$ cat config.mk
export PLATFORM = sky130hd
export DESIGN_NAME = fetch_stage_flat
export DESIGN_NICKNAME = d
export VERILOG_FILES = /design/src/rtl/fetch_if.sv /design/src/rtl/fetch_stage.sv /design/src/flat_wrapper.sv
export SDC_FILE = /design/constraint.sdc
export NUM_CORES = 1
export LEC_CHECK = 0
export CAP_MARGIN = 20
export CORE_MARGIN = 1.5
export CORE_UTILIZATION = 39
export DETAILED_ROUTE_END_ITERATION = 8
export PLACE_DENSITY = 0.89
export SLEW_MARGIN = 5
export SYNTH_ARGS = -nofsm -noshare
export SYNTH_HDL_FRONTEND = slang
export SYNTH_SLANG_ARGS = --single-unit
export TNS_END_PERCENT = 100
$ cat constraint.sdc
create_clock -name clk -period 2.25 [get_ports clk]
set_input_delay 0.45 -clock clk [delete_from_list [all_inputs] [get_ports clk]]
set_output_delay 0.45 -clock clk [all_outputs]
set_load 0.02 [all_outputs]
$ cat src/rtl/fetch_if.sv
// Fetch-stage bus: PC/ROM/hazard inputs and PC-control/F-D latch outputs.
// The master side is the fetch stage; the slave side is the PC, ROM and pipeline around it.
interface fetch_if #(
    parameter int IW = 32,
    parameter int AW = 12
);
    logic [AW-1:0] pc_out;
    logic [AW-1:0] pc_prev;
    logic [IW-1:0] imem_q;
    logic          stall;
    logic          redirect_valid;
    logic [AW-1:0] redirect_target;
    logic [AW-1:0] pc_next;
    logic          pc_en;
    logic          imem_en;
    logic          fd_valid;
    logic [IW-1:0] fd_insn;
    logic [AW-1:0] fd_pc;
    logic [AW-1:0] fd_pc_plus1;

    modport master (
        input  pc_out, pc_prev, imem_q, stall, redirect_valid, redirect_target,
        output pc_next, pc_en, imem_en, fd_valid, fd_insn, fd_pc, fd_pc_plus1
    );

    modport slave (
        output pc_out, pc_prev, imem_q, stall, redirect_valid, redirect_target,
        input  pc_next, pc_en, imem_en, fd_valid, fd_insn, fd_pc, fd_pc_plus1
    );
endinterface

$ cat src/rtl/fetch_stage.sv
// Fetch control: next-PC/enable, ROM gating and the F/D latch with reset/redirect bubbles.
// Optional FETCH_HALT_DETECT_EN adds a HALTED state entered on a valid 5'b11110 opcode.
module fetch_stage #(
    parameter int IW = 32,
    parameter int AW = 12
) (
    input  logic     clk,
    input  logic     clr,
    fetch_if.master  bus
);
    // state   | meaning
    // FILL    | first cycle after reset, ROM output not yet valid
    // RUN     | ROM output belongs to the current path
    // SQUASH  | ROM output is a wrong-path word after a redirect
    // HALTED  | halt opcode latched, fetch frozen until redirect (macro only)
    typedef enum logic [1:0] {
        S_FILL   = 2'd0,
        S_RUN    = 2'd1,
        S_SQUASH = 2'd2
`ifdef FETCH_HALT_DETECT_EN
        ,
        S_HALTED = 2'd3
`endif
    } state_t;

    state_t        state_q;
    logic          fd_valid_q;
    logic [IW-1:0] fd_insn_q;
    logic [AW-1:0] fd_pc_q;
    logic [AW-1:0] fd_pc_plus1_q;

    logic          halted;
    logic          pc_en;
    logic          load_valid;

`ifdef FETCH_HALT_DETECT_EN
    logic          is_halt;
    assign halted  = (state_q == S_HALTED);
    assign is_halt = (bus.imem_q[IW-1 -: 5] == 5'b11110);
`else
    assign halted  = 1'b0;
`endif

    // A redirect overrides both stall and halt so the PC can always be steered.
    assign pc_en       = bus.redirect_valid | (~bus.stall & ~halted);
    assign load_valid  = (state_q == S_RUN) & ~bus.redirect_valid;

    assign bus.pc_en   = pc_en;
    assign bus.imem_en = pc_en;
    assign bus.pc_next = bus.redirect_valid ? bus.redirect_target
                                            : bus.pc_out + AW'(1);

    assign bus.fd_valid    = fd_valid_q;
    assign bus.fd_insn     = fd_insn_q;
    assign bus.fd_pc       = fd_pc_q;
    assign bus.fd_pc_plus1 = fd_pc_plus1_q;

    always_ff @(posedge clk or posedge clr) begin
        if (clr) begin
            state_q       <= S_FILL;
            fd_valid_q    <= 1'b0;
            fd_insn_q     <= '0;
            fd_pc_q       <= '0;
            fd_pc_plus1_q <= '0;
        end else if (pc_en) begin
            fd_valid_q    <= load_valid;
            fd_insn_q     <= bus.imem_q;
            fd_pc_q       <= bus.pc_prev;
            fd_pc_plus1_q <= bus.pc_prev + AW'(1);
            if (bus.redirect_valid) begin
                state_q <= S_SQUASH;
            end else begin
                case (state_q)
                    S_FILL:   state_q <= S_RUN;
                    S_SQUASH: state_q <= S_RUN;
`ifdef FETCH_HALT_DETECT_EN
                    S_RUN:    state_q <= is_halt ? S_HALTED : S_RUN;
`else
                    S_RUN:    state_q <= S_RUN;
`endif
                    default:  state_q <= state_q;
                endcase
            end
`ifdef FETCH_HALT_DETECT_EN
        end else if (halted) begin
            // Halt instruction stays valid for exactly one cycle, then bubbles.
            fd_valid_q <= 1'b0;
`endif
        end
    end
endmodule

$ cat src/flat_wrapper.sv
// flat-port wrapper written by rule: the top's interface ports become plain ports
module fetch_stage_flat 
#(
    parameter int IW = 32,
    parameter int AW = 12
)
  (clk, clr, bus_pc_out, bus_pc_prev, bus_imem_q, bus_stall, bus_redirect_valid, bus_redirect_target, bus_pc_next, bus_pc_en, bus_imem_en, bus_fd_valid, bus_fd_insn, bus_fd_pc, bus_fd_pc_plus1);
  fetch_if #(.IW(IW), .AW(AW)) bus_i ();
  input  logic clk;
  input  logic clr;
  input wire logic [$bits(bus_i.pc_out)-1:0] bus_pc_out;
  input wire logic [$bits(bus_i.pc_prev)-1:0] bus_pc_prev;
  input wire logic [$bits(bus_i.imem_q)-1:0] bus_imem_q;
  input wire logic [$bits(bus_i.stall)-1:0] bus_stall;
  input wire logic [$bits(bus_i.redirect_valid)-1:0] bus_redirect_valid;
  input wire logic [$bits(bus_i.redirect_target)-1:0] bus_redirect_target;
  output wire logic [$bits(bus_i.pc_next)-1:0] bus_pc_next;
  output wire logic [$bits(bus_i.pc_en)-1:0] bus_pc_en;
  output wire logic [$bits(bus_i.imem_en)-1:0] bus_imem_en;
  output wire logic [$bits(bus_i.fd_valid)-1:0] bus_fd_valid;
  output wire logic [$bits(bus_i.fd_insn)-1:0] bus_fd_insn;
  output wire logic [$bits(bus_i.fd_pc)-1:0] bus_fd_pc;
  output wire logic [$bits(bus_i.fd_pc_plus1)-1:0] bus_fd_pc_plus1;
  assign bus_i.pc_out = bus_pc_out;
  assign bus_i.pc_prev = bus_pc_prev;
  assign bus_i.imem_q = bus_imem_q;
  assign bus_i.stall = bus_stall;
  assign bus_i.redirect_valid = bus_redirect_valid;
  assign bus_i.redirect_target = bus_redirect_target;
  assign bus_pc_next = bus_i.pc_next;
  assign bus_pc_en = bus_i.pc_en;
  assign bus_imem_en = bus_i.imem_en;
  assign bus_fd_valid = bus_i.fd_valid;
  assign bus_fd_insn = bus_i.fd_insn;
  assign bus_fd_pc = bus_i.fd_pc;
  assign bus_fd_pc_plus1 = bus_i.fd_pc_plus1;
  fetch_stage #(.IW(IW), .AW(AW)) u_core (.clk(clk), .clr(clr), .bus(bus_i));
endmodule
==> results.toml <==
[run_status]
status = "complete, no violations"

[worst_setup_path]
path_class = "primary input to output port"
required_ps = 1800
path_depth = 8
cpMostUsedCell = "buf_4"
worstSetupEndpointType = "output port"
r2r_cells = 1
cpMaxStageDelayCell = "nor4_4"
cp-start-kind = "primary input"
critPathTopFamily = "buffers and inverters"
slowest_delay_ps = 270
crit_path_max_fanout = 2
crit_buf_inv = 4
cp_cell_sequence = "dlygate4sd2_1 > buf_4 > nand4_1 > buf_4 > nor4_4 > xnor2_1 > o21ai_1 > buf_4"
crit_arrival_ps = 1740

[drt]
drc_errors = 0
drt-initial-drc-count = 70
wl_per_cell_um = 14.7
vias = 2336
routed_wl_um = 6950
routed_via_density = 4.93
final_antenna_net_count = 0
dr.pass1.iters = 5

[place]
hpwl_um = 5300
gp_congestion = 0.737
portBuffers = 142

[clock_tree]
cts_made_buffers = 9
root_buffer = "clkbuf_8"
clock_path_buffers = 2
clkTransAtPathRegs_ps = 70
ctsHoldBuffers = 0
clock-sinks = 59
clk_latency_ps = 310
cts_tree = "built"
cts.htree.levels = 3

[floorplan]
dieHeight_um = 86.1
die_x_um = 86.1
core_area_um2 = 6720
initial_core_util_pct = 40.1
core.rowCount = 30
num_io_pins = 143
die_area_um2 = 7410

[grt]
grt_pass1_vias = 2391
antenna_found_initial = 0
grt_pass1_wl_um = 11000
grt_overflow_total = 0
grt_max_degree = 33
track_usage_pct = 19.1

[sta]
whs_ps = 472
fin_crit_sh_pct = 97.6
relSlewSlack_pct = 68.3
final_hold_viol_count = 0
period_minus_slack_ps = 2190
fin_worst_skew_ps = 0.152
worst_pin_slew_ps = 476
setup_viol = 0
max_freq_mhz = 456
rsz0062_at_grt = "true"
finalMaxSlewViolations = 0

[min_path]
hp-class = "primary input to asynchronous set/reset pin"

[pwr]
power_leakage_nw = 1.93
p_total_mw = 2.85
power.density_nw_per_um2 = 627
max-vdd-ir-drop_v = 0.000299

[logic_synthesis]
ys_ff_latch = 59
synthesis.area_um2 = 2690
syn_inst = 226
avgSynthCellArea_um2 = 11.9
synth_fp_nets = 300
ys_types = 23
synth_warnings = 0
yosysSeqAreaShare_pct = 54.8

[final_layout]
diodes = 0
layout.nets = 463
drive_gt1_share_pct = 25.1
area_growth_pct = 69.0
layout_common_cells = "clkdlybuf4s50_1, dfrtp_1, mux2_2"
layout_commonest_cell = "clkdlybuf4s50_1"

[run]
maxCapViolCount = 0
-- sequential cells by signal, summed over array words and instances (netlist names) --
name                    flops
u_core.bus.fd_pc_plus1     12
u_core.bus.fd_valid         1
u_core.bus.fd_pc           12
u_core.bus.fd_insn         32
u_core.state_q              2
-- Yosys cell counts, drive strengths merged --
cell type / count / area, um2
dfrtp: 59 / 1480
mux2: 46 / 518
nor2: 18 / 67.6
xnor2: 18 / 158
nand2: 15 / 56.3
a21oi: 13 / 65.1
o21ai: 12 / 60.1
buf: 10 / 86.3
inv: 8 / 30.0
nand3: 8 / 40.0
nor3: 7 / 35.0
clkbuf: 2 / 7.51
ha: 2 / 25.0
nand2b: 2 / 12.5
nand4: 2 / 18.8
nor4: 2 / 18.8
xor2: 2 / 17.5
-- layout make-up --
type / count / area [um2]
clock inverter: 2 / 35.0
fill: 494 / 2170
multi-input combinational: 147 / 1170
tap: 80 / 100
timing repair buffer: 164 / 1580
inverter: 8 / 30.0
clock buffer: 14 / 153
sequential: 59 / 1480
-- kinds of logic after synthesis --
group / Yosys count / share of synthesized area, %
compound gates: 25 / 4.65
xor+xnor: 20 / 6.51
fa+ha+maj: 2 / 0.929
buf+inv: 20 / 4.60
flops: 59 / 54.8
mux: 46 / 19.2
simple gates: 54 / 9.25
-- stage by stage --
step	utilization [%]	setup slack [ps]	setup TNS [ps]	std cells	instance area (um2)
6_report	67.7	55.0	0	474	4550
3_5_place_dp	64.0	-684	-9210	456	4300
4_1_cts	67.1	-33.0	-33.0	473	4510
3_3_place_gp	64.0	-617	-7800	456	4300
2_1_floorplan	-	257	0	226	2690
5_1_grt	67.7	-36.0	-45.5	474	4550
-- worst paths after layout --
check,end,from,slack [ps]
hold / removal,u_core.bus.fd_pc_plus1[1],clr,470
setup reg to reg,u_core.bus.fd_insn[5],u_core.bus.fd_insn[5],1460
min in group clk,u_core.bus.fd_insn[3],u_core.bus.fd_insn[3],480
setup / recovery,bus_pc_next[11],bus_pc_out[1],60
hold reg to reg,u_core.bus.fd_insn[3],u_core.bus.fd_insn[3],480
max in group asynchronous,u_core.state_q[0],clr,1240
-- where the power goes --
part           total, mW  internal, mW  switching (mW)
Sequential          1.20          1.15          0.0488
Combinational      0.732         0.398           0.335
Clock              0.919         0.542           0.377
-- metal layers --
metal | wire length (um) | global-route usage, %
met5 | 0 | 0
met4 | 94 | 8.06
met3 | 669 | 6.64
met2 | 3550 | 34.0
met1 | 2630 | 20.7
-- what timing repair did --
action | in CTS | in global routing
pin swaps | 2 | 6
gates resized for setup | 72 | 8
setup buffers | 1 | 1
endpoints found under the setup margin | 14 | 4
(Power assumes the default switching activity.)
